### src/rtl/uart_pkg.sv
// Shared definitions for the arbitrated UART transmitter:
// default geometry and the serializer state encoding.
package uart_pkg;

    localparam int NUM_REQ_DEF = 4;
    localparam int DATA_W_DEF  = 8;

    typedef enum logic [2:0] {
        IDLE,
        WAIT_TICK,
        START,
        DATA,
        STOP
    } state_t;

endpackage

### src/rtl/uart_tx_arbiter_if.sv
// Requester-side handshake bundle: per-requester valid/data in, one-hot ready out.
interface uart_tx_arbiter_if
    import uart_pkg::*;
#(
    parameter int NUM_REQ = NUM_REQ_DEF,
    parameter int DATA_W  = DATA_W_DEF
);
    logic [NUM_REQ-1:0]        req_valid;
    logic [NUM_REQ*DATA_W-1:0] req_data;
    logic [NUM_REQ-1:0]        req_ready;

    modport master (output req_valid, output req_data, input req_ready);
    modport slave  (input req_valid, input req_data, output req_ready);
endinterface

### src/rtl/uart_tx_arbiter_rr_arbiter.sv
// Combinational round-robin picker: searches upward from the slot after the
// last grant, wrapping, and returns a one-hot grant plus its encoded index.
module rr_arbiter
    import uart_pkg::*;
#(
    parameter int NUM_REQ = NUM_REQ_DEF
) (
    input  logic [NUM_REQ-1:0]         req,
    input  logic [$clog2(NUM_REQ)-1:0] last,
    input  logic                       en,
    output logic [NUM_REQ-1:0]         grant,
    output logic [$clog2(NUM_REQ)-1:0] idx
);
    localparam int IDX_W = $clog2(NUM_REQ);

    int unsigned cand;
    logic        found;

    always_comb begin
        grant = '0;
        idx   = '0;
        found = 1'b0;
        cand  = 0;
        for (int unsigned k = 1; k <= NUM_REQ; k++) begin
            cand = (32'(last) + k) % NUM_REQ;
            if (en && !found && req[IDX_W'(cand)]) begin
                grant[IDX_W'(cand)] = 1'b1;
                idx                 = IDX_W'(cand);
                found               = 1'b1;
            end
        end
    end

endmodule

### src/rtl/uart_tx_arbiter.sv
// Shared 8N1-style serial transmitter: round-robin accepts one requester's byte
// in IDLE, then shifts start/data/stop bits out on successive bit_tick strobes.
module uart_tx_arbiter
    import uart_pkg::*;
#(
    parameter int NUM_REQ = NUM_REQ_DEF,
    parameter int DATA_W  = DATA_W_DEF
) (
    input  logic                       clk,
    input  logic                       reset,
    input  logic                       bit_tick,
    uart_tx_arbiter_if.slave           req,
    output logic                       tx,
    output logic                       busy,
    output logic                       done,
    output logic [$clog2(NUM_REQ)-1:0] done_id
);
    localparam int IDX_W = $clog2(NUM_REQ);
    localparam int BIT_W = (DATA_W > 1) ? $clog2(DATA_W) : 1;

    state_t             state;
    logic [IDX_W-1:0]   last_idx;
    logic [IDX_W-1:0]   cur_idx;
    logic [IDX_W-1:0]   grant_idx;
    logic [BIT_W-1:0]   bit_idx;
    logic [DATA_W-1:0]  data_q;
    logic [DATA_W-1:0]  grant_data;
    logic [NUM_REQ-1:0] grant;
    logic               grant_en;

    // Grants only from IDLE and never while reset is asserted, so ready can't leak.
    assign grant_en = (state == IDLE) && !reset;

    rr_arbiter #(.NUM_REQ(NUM_REQ)) u_rr (
        .req   (req.req_valid),
        .last  (last_idx),
        .en    (grant_en),
        .grant (grant),
        .idx   (grant_idx)
    );

    assign req.req_ready = grant;

    always_comb begin
        grant_data = '0;
        for (int unsigned i = 0; i < NUM_REQ; i++) begin
            if (grant_idx == IDX_W'(i)) begin
                grant_data = req.req_data[i*DATA_W +: DATA_W];
            end
        end
    end

    always_ff @(posedge clk) begin
        if (reset) begin
            state    <= IDLE;
            tx       <= 1'b1;
            busy     <= 1'b0;
            done     <= 1'b0;
            done_id  <= '0;
            last_idx <= IDX_W'(NUM_REQ - 1);
            cur_idx  <= '0;
            bit_idx  <= '0;
            data_q   <= '0;
        end else begin
            done <= 1'b0;
            unique case (state)
                IDLE: begin
                    // A tick coinciding with the grant is deliberately not consumed here.
                    if (|grant) begin
                        data_q   <= grant_data;
                        cur_idx  <= grant_idx;
                        last_idx <= grant_idx;
                        busy     <= 1'b1;
                        state    <= WAIT_TICK;
                    end
                end
                WAIT_TICK: begin
                    if (bit_tick) begin
                        tx    <= 1'b0;
                        state <= START;
                    end
                end
                START: begin
                    if (bit_tick) begin
                        tx      <= data_q[0];
                        bit_idx <= '0;
                        state   <= DATA;
                    end
                end
                DATA: begin
                    if (bit_tick) begin
                        if (bit_idx == BIT_W'(DATA_W - 1)) begin
                            tx    <= 1'b1;
                            state <= STOP;
                        end else begin
                            bit_idx <= bit_idx + 1'b1;
                            tx      <= data_q[bit_idx + 1'b1];
                        end
                    end
                end
                STOP: begin
                    if (bit_tick) begin
                        busy    <= 1'b0;
                        done    <= 1'b1;
                        done_id <= cur_idx;
                        state   <= IDLE;
                    end
                end
                default: state <= IDLE;
            endcase
        end
    end

endmodule

### src/flat_wrapper.sv
// flat-port wrapper written by rule: the top's interface ports become plain ports
module uart_tx_arbiter_flat import uart_pkg::*;
#(
    parameter int NUM_REQ = NUM_REQ_DEF,
    parameter int DATA_W  = DATA_W_DEF
)
  (clk, reset, bit_tick, tx, busy, done, done_id, req_req_valid, req_req_data, req_req_ready);
  uart_tx_arbiter_if #(.NUM_REQ(NUM_REQ), .DATA_W(DATA_W)) req_i ();
  input  logic clk;
  input  logic reset;
  input  logic bit_tick;
  output logic tx;
  output logic busy;
  output logic done;
  output logic [$clog2(NUM_REQ)-1:0] done_id;
  input wire logic [$bits(req_i.req_valid)-1:0] req_req_valid;
  input wire logic [$bits(req_i.req_data)-1:0] req_req_data;
  output wire logic [$bits(req_i.req_ready)-1:0] req_req_ready;
  assign req_i.req_valid = req_req_valid;
  assign req_i.req_data = req_req_data;
  assign req_req_ready = req_i.req_ready;
  uart_tx_arbiter #(.NUM_REQ(NUM_REQ), .DATA_W(DATA_W)) u_core (.clk(clk), .reset(reset), .bit_tick(bit_tick), .req(req_i), .tx(tx), .busy(busy), .done(done), .done_id(done_id));
endmodule
### config.mk
export PLATFORM = sky130hd
export DESIGN_NAME = uart_tx_arbiter_flat
export DESIGN_NICKNAME = d
export VERILOG_FILES = /design/src/rtl/uart_pkg.sv /design/src/rtl/uart_tx_arbiter_if.sv /design/src/rtl/uart_tx_arbiter_rr_arbiter.sv /design/src/rtl/uart_tx_arbiter.sv /design/src/flat_wrapper.sv
export SDC_FILE = /design/constraint.sdc
export NUM_CORES = 1
export LEC_CHECK = 0
export ABC_CLOCK_PERIOD_IN_PS = 9360
export BUFFER_PORTS_ARGS = -buffer_cell sky130_fd_sc_hd__buf_2
export CORE_MARGIN = 3
export CORE_UTILIZATION = 43
export DETAILED_ROUTE_END_ITERATION = 10
export GPL_TIMING_DRIVEN = 1
export PLACE_DENSITY = 0.75
export SYNTH_ARGS = -nofsm -noshare
export SYNTH_HDL_FRONTEND = slang
export SYNTH_SLANG_ARGS = --single-unit
### constraint.sdc
create_clock -name clk -period 9.36 [get_ports clk]
set_clock_uncertainty 0.15 [all_clocks]
set_input_delay 1.872 -clock clk [delete_from_list [all_inputs] [get_ports clk]]
set_output_delay 1.872 -clock clk [all_outputs]
set_load 0.01 [all_outputs]
==> results of run 1 <==
[synthesized netlist by cell type (5+ instances only)]
master,number
nor2_1,12
nand2_1,18
nand2_2,7
mux4_1,5
a21oi_1,8
a22o_1,8
mux4_2,9
a21oi_2,14
inv_1,9
nand3_1,6
dfxtp_1,23
ha_1,10
[state kept, by name, indices dropped and copies added, names as in the netlist]
register and flops:
u_core.bit_idx 3, u_core.cur_idx 2, u_core.data_q 8, u_core.tx 1
u_core.busy 1, u_core.last_idx 2, u_core.state 3, u_core.done_id 2
u_core.done 1
[through the flow]
stage          power (W)  util [%]  worst slack (ps)  hold WS, ps
2_1_floorplan   0.000445         -              4300          286
3_3_place_gp    0.000472      50.8              4010          297
3_5_place_dp    0.000479      50.8              3880          300
4_1_cts         0.000540      51.9              3890          311
5_1_grt         0.000584      51.9              3690          336
6_report        0.000533      51.9              3910          311
[routing by layer]
metal  vias up  track usage (%)  wire length (µm)
li1        778                -                 -
met2        48             25.6              1870
met1       714             21.8              1730
met5         -                0                 0
met3         5             2.63               210
met4         0             3.76                42
[worst reg2reg max path, stage by stage (launching register included)]
cell and delay, ps:
dfxtp_1 680, inv_1 300, ha_1 550, mux4_2 410
and2_4 200, a22o_1 240, a21oi_2 160, and4_1 690
a21oi_1 190, o41ai_2 220
[final timing paths]
path                                          from                to  slack (ps)  depth (start not counted)
worst min-delay path                   u_core.busy       u_core.busy         310                          2
worst max-delay path                         reset  req_req_ready[2]        3910                          7
worst min register to register         u_core.busy       u_core.busy         310                          2
worst max register to register  u_core.last_idx[0]   u_core.state[1]        5460                          9
[final cells by class]
cell class	count	share of cell area (%)
clock buffers	4	2.12
inverters	9	1.59
multi-input cells	143	60.5
flip-flops and latches	23	21.7
well taps	50	2.95
repair buffers	47	11.1
[report_power, final]
part / switching (W) / total (W) / internal (W) / leakage [nW]
combinational: 0.000173 / 0.000314 / 0.000140 / 0.702
sequential: 0.0000320 / 0.000159 / 0.000127 / 0.188
clock: 0.0000307 / 0.0000611 / 0.0000304 / 0.0228
[cell families after synthesis]
kind of cell | synth area share [%]
buffers and inverters | 6.57
AO/OA/AOI/OAI | 21.4
AND/OR/NAND/NOR | 19.7
multiplexers | 20.9
adder cells (fa/ha/maj) | 6.70
flip-flops | 24.7
==> reports/qor.txt, run 1 <==
Status: finished clean
Post-Synthesis Cells: 188
TritonCTS sink count: 23
Via density: 5.60
Setup_tns: 0 ps
Post-route ant nets: 0
Share of the cycle needed by the critical path after routing: 58.2%
Synth Flop Type: dfxtp_1
Worst-path clk slew: 80 ps
Highest-count cells in the layout ignoring fill and taps: buf_2, dfxtp_1, nand2_1
Synth Register Bits: 23
Final Hold Viols: 0
Die W: 71.9 µm
Multi-input logic area: 1280 µm²
Syn_nets: 237
Clk root buf: clkbuf_8
Global-route wire length before repair: 6.68 mm
Max-cap viol count: 0
Buffers on Ports: 47
Die area: 5170 µm²
Startpoint Class: input pin
Arr. time, crit path: 3430 ps
Initial Util: 45.7%
Top-area cell type share of the netlist area: 24.7%
CP max FO: 26
Min Tclk post-route: 5450 ps
Final Cell Area: 2120 µm²
Worst Setup End Kind: output pin
Worst-path cell chain: buf_2, or4_1, nor3b_2, a22o_1, a21oi_2, inv_1, buf_2
CP max stage delay: 520 ps
# IOs: 48
Hold Path Class: reg2reg
Initial DRC Count: 111
Final WL: 3.86 mm
Pin count of the biggest net entering global routing: 27
Cell taking the most area after synthesis: dfxtp_1
ANT cells: 0
YS warnings: 0
Syn avg cell area: 9.93 µm²
Rel. slew slack: 51.8%
CTS Buffer Depth: 2
First-pass DRT Iterations: 4
WL/cell: 14.0 µm
H-tree Lvls: 1
Setup CP Type: in2out
Final Instance Count excl. Fillers: 276
Share of layout cells above drive strength 1: 39.8%
Required time of the critical path: 7340 ps
# setup viols final: 0
WP buf/inv: 3
Worst VDD drop: 0.0860 mV
Via count: 1545
GRT Overall Usage: 15.7%
Top Family by Delay on Critical Path: simple AND/OR/NAND/NOR gates
CP most frequent cell: buf_2
Placed cells: 272
Fin. max-slew vios: 0
Detailed Place HPWL: 3.03 mm
CP max-delay cell: or4_1
Die H: 71.9 µm
Post-CTS Hold Buffers: 0
Area grow syn2layout: 13.6%
Placed Area: 2080 µm²
Cell area power density: 252 nW/µm²
Placer Congestion: 0.810
Total congestion overflow: 0
Post-CTS Setup Inserts: 0
Vias in the first global route: 1448
FILL cells: 402
Distinct cells, synth: 50
Synth area leaders: dfxtp_1, mux4_2, mux4_1
Final #Nets: 276
Post-synth EDFFs: 0
RSZ-0062 raised after global routing: false
Pleak: 0.912 nW
Seq/Total Area, Yosys: 24.7%
Commonest non-fill, non-tap cell in the layout: buf_2
Reg area: 460 µm²
Row Count: 23
DRC: 0
Max frequency: 184 MHz
Post-CTS resize count: 0
Initial antenna violation count: 0
Mapped cell area: 1870 µm²
Least-Margin Pin Slew: 723 ps
Worst skew pair latency: 270 ps
Total CTS buffers: 3
CTS tree: done
Synth async-reset ratio: 0%
Core Box Area: 4090 µm²
Power figures use the tool's default switching activity.
==> run 2, diff against run 1 <==
- ABC_CLOCK_PERIOD_IN_PS: 9360 -> 4850
- PLACE_DENSITY: 0.75 -> 0.78
- clock period: 9.36 -> 4.85 ns (I/O delays scaled with it)
==> reports/qor.txt, run 2 (synthesis gave the netlist of run 1 again) <==
Worst skew pair latency: 260 ps (about the same)
WP buf/inv: 3 (unchanged)
Least-Margin Pin Slew: 747 ps (+23.8 ps)
First-pass DRT Iterations: 4 (unchanged)
Worst-path clk slew: 80 ps (about the same)
Post-CTS Setup Inserts: 0 (unchanged)
Crit. Startpoint: u_core.last_idx[0]
# setup viols final: 0 (unchanged)
Pre-CTS WS: 912 ps (-2970 ps)
Rel. slew slack: 50.2% (-1.6 points)
Worst Setup End Kind: output pin
Max reg flops: 8 (unchanged)
Die area: 5170 µm² (unchanged)
Via count: 1542 (-0.19%)
Most flops, register: u_core.data_q
Vias in the first global route: 1417 (-2.1%)
Startpoint Class: flop
Min Tclk post-route: 4220 ps
DRC: 0 (unchanged)
Top Family by Delay on Critical Path: compound AO/OA/AOI/OAI gates
Post-route ant nets: 0 (unchanged)
GRT Overall Usage: 15.5% (-0.18 points)
Final Instance Count excl. Fillers: 276 (unchanged)
Detailed Place HPWL: 3.07 mm (+1.2%)
CTS tree: done
Final #Nets: 276 (unchanged)
Setup CP Type: reg2out
CTS Buffer Depth: 2 (unchanged)
Final Cell Area: 2120 µm² (unchanged)
Area grow syn2layout: 13.6% (unchanged)
Setup ws final: 627 ps (-3280 ps)
Max-cap viol count: 0 (unchanged)
Clk root buf: clkbuf_8
CP max FO: 13 (-50%)
TritonCTS sink count: 23 (unchanged)
Required time of the critical path: 3730 ps (-3610 ps)
WL/cell: 14.1 µm (+0.80%)
H-tree Lvls: 1 (unchanged)
Stages on worst setup path: 8 (+1)
Reg2reg path depth: 9 (unchanged)
Share of the cycle needed by the critical path after routing: 87.1%
Critical path endpoint: req_req_ready[3]
Leading registers by flop count: u_core.data_q x8, u_core.bit_idx x3, u_core.state x3
Final WL: 3.89 mm (+0.80%)
Hold Path Class: reg2reg
Highest-count cells in the layout ignoring fill and taps: buf_2, dfxtp_1, nand2_1
Arr. time, crit path: 3100 ps (-330 ps)
Reg2Reg Setup Slack: 970 ps (-4490 ps)
RSZ-0062 raised after global routing: false
Worst VDD drop: 0.207 mV (+140%)
Cell area power density: 489 nW/µm² (+95%)
Commonest non-fill, non-tap cell in the layout: buf_2
Placer Congestion: 0.786 (-3.0%)
Setup_tns: 0 ps (unchanged)
FF-to-FF Start: u_core.last_idx[0]
Placed cells: 272 (unchanged)
Buffers on Ports: 47 (unchanged)
Final Hold Viols: 0 (unchanged)
Post-CTS Hold Buffers: 0 (unchanged)
Post-CTS resize count: 0 (unchanged)
Reg2reg end: u_core.state[1]
Initial DRC Count: 62 (-44%)
ANT cells: 0 (unchanged)
Pin count of the biggest net entering global routing: 27 (unchanged)
Share of layout cells above drive strength 1: 39.8% (unchanged)
Fin util: 51.9% (unchanged)
Via density: 5.59 (-0.19%)
Worst-path cell chain: inv_1, ha_1, mux2_1, a2111oi_2, o21a_2, a21oi_2, inv_1, buf_2
Initial Util: 45.7% (unchanged)
Initial antenna violation count: 0 (unchanged)
CP most frequent cell: inv_1
Pleak: 0.912 nW (unchanged)
Total congestion overflow: 0 (unchanged)
Core Box Area: 4090 µm² (unchanged)
Global-route wire length before repair: 6.47 mm (-3.1%)
Die H: 71.9 µm (unchanged)
Row Count: 23 (unchanged)
CP max stage delay: 680 ps (+160 ps)
CP max-delay cell: dfxtp_1
Status: finished clean
Max frequency: 237 MHz
Fin. max-slew vios: 0 (unchanged)
Total CTS buffers: 3 (unchanged)
# IOs: 48 (unchanged)
Die W: 71.9 µm (unchanged)
Placed Area: 2080 µm² (unchanged)
run 2: layout make-up:
class | count | area [µm²]
flip-flops and latches | 23 | 460
multi-input cells | 143 | 1280
repair buffers | 47 | 235
inverters | 9 | 33.8
well taps | 50 | 62.6
clock buffers | 4 | 45.0
fillers | 382 | 1970
run 2: worst min-delay path, cell delays in order, from the launching register on:
cell and delay (ps):
dfxtp_1 320, nand2_1 50, a21oi_1 50
run 2: worst min-delay path by stage:
stage | startpoint | to | slack (ps) | depth (start not counted)
final | u_core.bit_idx[1] | u_core.bit_idx[1] | 310 | 2
after global routing | u_core.cur_idx[0] | u_core.cur_idx[0] | 330 | 2
after CTS | u_core.busy | u_core.busy | 310 | 2
after detailed placement | u_core.busy | u_core.busy | 300 | 2
after global placement | u_core.busy | u_core.busy | 290 | 2
after floorplan | u_core.bit_idx[1] | u_core.bit_idx[1] | 290 | 2
run 2: through the flow:
stage | total power, W | hold slack, ps
finish | 0.00104 | 310
global route | 0.00112 | 329
detailed placement | 0.000929 | 301
floorplan | 0.000858 | 286
global placement | 0.000911 | 293
CTS | 0.00105 | 312
run 2: layer usage:
layer	wire [µm]	part of all wire [%]	GRT usage (%)	vias up
met2	1920	49	26.1	29
li1	-	-	-	778
met4	29	0.75	3.13	0
met5	0	0	0	-
met3	120	3.1	2.63	2
met1	1820	47	21.1	733
run 2: power by group:
part           total (W)  internal, W  switching, W
Sequential      0.000308     0.000245     0.0000633
Clock           0.000115    0.0000585     0.0000569
Combinational   0.000614     0.000271      0.000343
Total            0.00104     0.000575      0.000463
==> run 3, diff against run 2 <==
- CAP_MARGIN: not set -> 20
- CORE_UTILIZATION: 43 -> 28
- PLACE_DENSITY: 0.78 -> 0.57
- SLEW_MARGIN: not set -> 20
==> reports/qor.txt, run 3 (synthesis gave the netlist of run 1 again) <==
Leading registers by flop count: u_core.data_q x8, u_core.bit_idx x3, u_core.state x3
CTS tree: done
Fin. max-slew vios: 0 (unchanged)
WL/cell: 12.9 µm (-8.3%)
Final Hold Viols: 0 (unchanged)
Hold Path Class: reg2reg
First-pass DRT Iterations: 4 (unchanged)
Cell area power density: 479 nW/µm² (-2.1%)
Worst VDD drop: 0.167 mV (-19%)
Global-route wire length before repair: 6.58 mm (+1.7%)
Setup CP Type: reg2out
Total congestion overflow: 0 (unchanged)
Min Tclk post-route: 4260 ps (+36.5 ps)
FF-to-FF Start: u_core.last_idx[0]
Share of the cycle needed by the critical path after routing: 87.8% (+0.75 points)
Reg2reg path depth: 9 (unchanged)
Final #Nets: 276 (unchanged)
Initial Util: 29.1% (-17 points)
Max reg flops: 8 (unchanged)
TritonCTS sink count: 23 (unchanged)
Via count: 1547 (+0.32%)
Worst skew pair latency: 260 ps (about the same)
DRC: 0 (unchanged)
ANT cells: 0 (unchanged)
Worst-path clk slew: 80 ps (about the same)
Initial DRC Count: 89 (+44%)
Total CTS buffers: 3 (unchanged)
Setup_tns: 0 ps (unchanged)
Arr. time, crit path: 3140 ps (+40 ps)
Hold path endpoint: u_core.busy
Pin count of the biggest net entering global routing: 27 (unchanged)
Reg2Reg Setup Slack: 960 ps (about the same)
CP max-delay cell: dfxtp_1
H-tree Lvls: 1 (unchanged)
Final WL: 3.92 mm (+0.72%)
CP max FO: 13 (unchanged)
Via density: 5.11 (-8.6%)
Rel. slew slack: 46.2% (-4.1 points)
Die area: 7680 µm² (+49%)
Max-cap viol count: 0 (unchanged)
Worst Hold Depth: 2 (unchanged)
Worst Setup End Kind: output pin
Commonest non-fill, non-tap cell in the layout: buf_2
Required time of the critical path: 3730 ps (about the same)
Detailed Place HPWL: 3.04 mm (-0.79%)
CTS Buffer Depth: 2 (unchanged)
# IOs: 48 (unchanged)
Die H: 87.7 µm (+22%)
Pleak: 0.915 nW (+0.30%)
Reg2reg end: u_core.state[1]
CP most frequent cell: inv_1
Worst-path cell chain: inv_1, ha_1, mux2_4, a2111oi_2, o21a_2, a21oi_2, inv_1, buf_2
Total Power: 0.00103 W (-0.50%)
Core Box Area: 6420 µm² (+57%)
RSZ-0062 raised after global routing: false
Top Family by Delay on Critical Path: compound AO/OA/AOI/OAI gates
Routing usage on met2: 16.4% (-9.8 points)
Met1 usage: 14.6% (-6.4 points)
Highest-count cells in the layout ignoring fill and taps: buf_2, dfxtp_1, nand2_1
Buffers on Ports: 47 (unchanged)
WHS: 309 ps (-0.693 ps)
Post-route ant nets: 0 (unchanged)
Hold path start: u_core.busy
CP max stage delay: 710 ps (+30 ps)
Status: finished clean
Most used routing layer: met2
Post-CTS Hold Buffers: 0 (unchanged)
Row Count: 29 (+26%)
Die W: 87.7 µm (+22%)
Share of layout cells above drive strength 1: 40.3% (+0.44 points)
Startpoint Class: flop
Area grow syn2layout: 15.5%
Max frequency: 235 MHz (-0.86%)
GRT Overall Usage: 10.5% (-5.0 points)
Clk root buf: clkbuf_8
Met3 usage: 1.32% (-1.3 points)
Vias in the first global route: 1414 (-0.21%)
# setup viols final: 0 (unchanged)
Post-CTS resize count: 0 (unchanged)
Initial antenna violation count: 0 (unchanged)
Least-Margin Pin Slew: 800 ps (+53.4 ps)
WP buf/inv: 3 (unchanged)
Post-CTS Setup Inserts: 0 (unchanged)
Placer Congestion: 0.856 (+8.9%)
Most flops, register: u_core.data_q
==> run 3: cell count changes in the layout (fill, tap and decap cells not counted), sizes merged <==
cell | before | now
clkbuf | 4 | 3
clkinv | 0 | 1
==> run 3: through the flow <==
step | util, % | std cells | instance area, µm² | worst slack, ps
after floorplan | - | 188 | 1870 | 1480
after global placement | 32.8 | 299 | 2110 | 963
after detailed placement | 32.8 | 299 | 2110 | 873
after CTS | 33.6 | 303 | 2160 | 561
after global routing | 33.6 | 303 | 2160 | 326
final | 33.6 | 303 | 2160 | 590
==> run 3: how the worst max path moves through the flow <==
stage | startpoint | depth (start not counted) | to
after floorplan | u_core.last_idx[1] | 9 | req_req_ready[1]
after global placement | u_core.last_idx[0] | 8 | req_req_ready[0]
after detailed placement | u_core.last_idx[0] | 8 | req_req_ready[2]
after CTS | u_core.last_idx[0] | 8 | req_req_ready[2]
after global routing | u_core.last_idx[0] | 8 | req_req_ready[2]
final | u_core.last_idx[0] | 8 | req_req_ready[2]
==> run 3: worst register-to-register path, cell delays in order (launching register included) <==
cell       delay (ps)
dfxtp_1           710
inv_1             310
ha_1              550
mux4_2            410
and2_4            200
a22o_1            240
a21oi_2           140
nand4_1           510
o2111ai_1         440
o41ai_2           110
==> run 3: power breakdown <==
group          switching [W]  internal [W]  leakage, nW  total (W)
Sequential         0.0000636      0.000244        0.188   0.000308
Combinational       0.000336      0.000271        0.702   0.000607
Clock              0.0000606     0.0000573       0.0255   0.000118
Total               0.000460      0.000573        0.915    0.00103
==> run 3: area by class of cell <==
type	count	area (µm²)
inverter	9	33.8
tap	77	96.3
timing repair buffer	47	235
multi-input combinational	143	1280
sequential	23	460
clock buffer	3	41.3
fill	636	4270
clock inverter	1	5.00
==> run 3: metal layers <==
layer  vias up  share of wire [%]
li1        778                  -
met1       730                 48
met2        34                 46
met3         5                4.0
met4         0                1.6
met5         -                  0
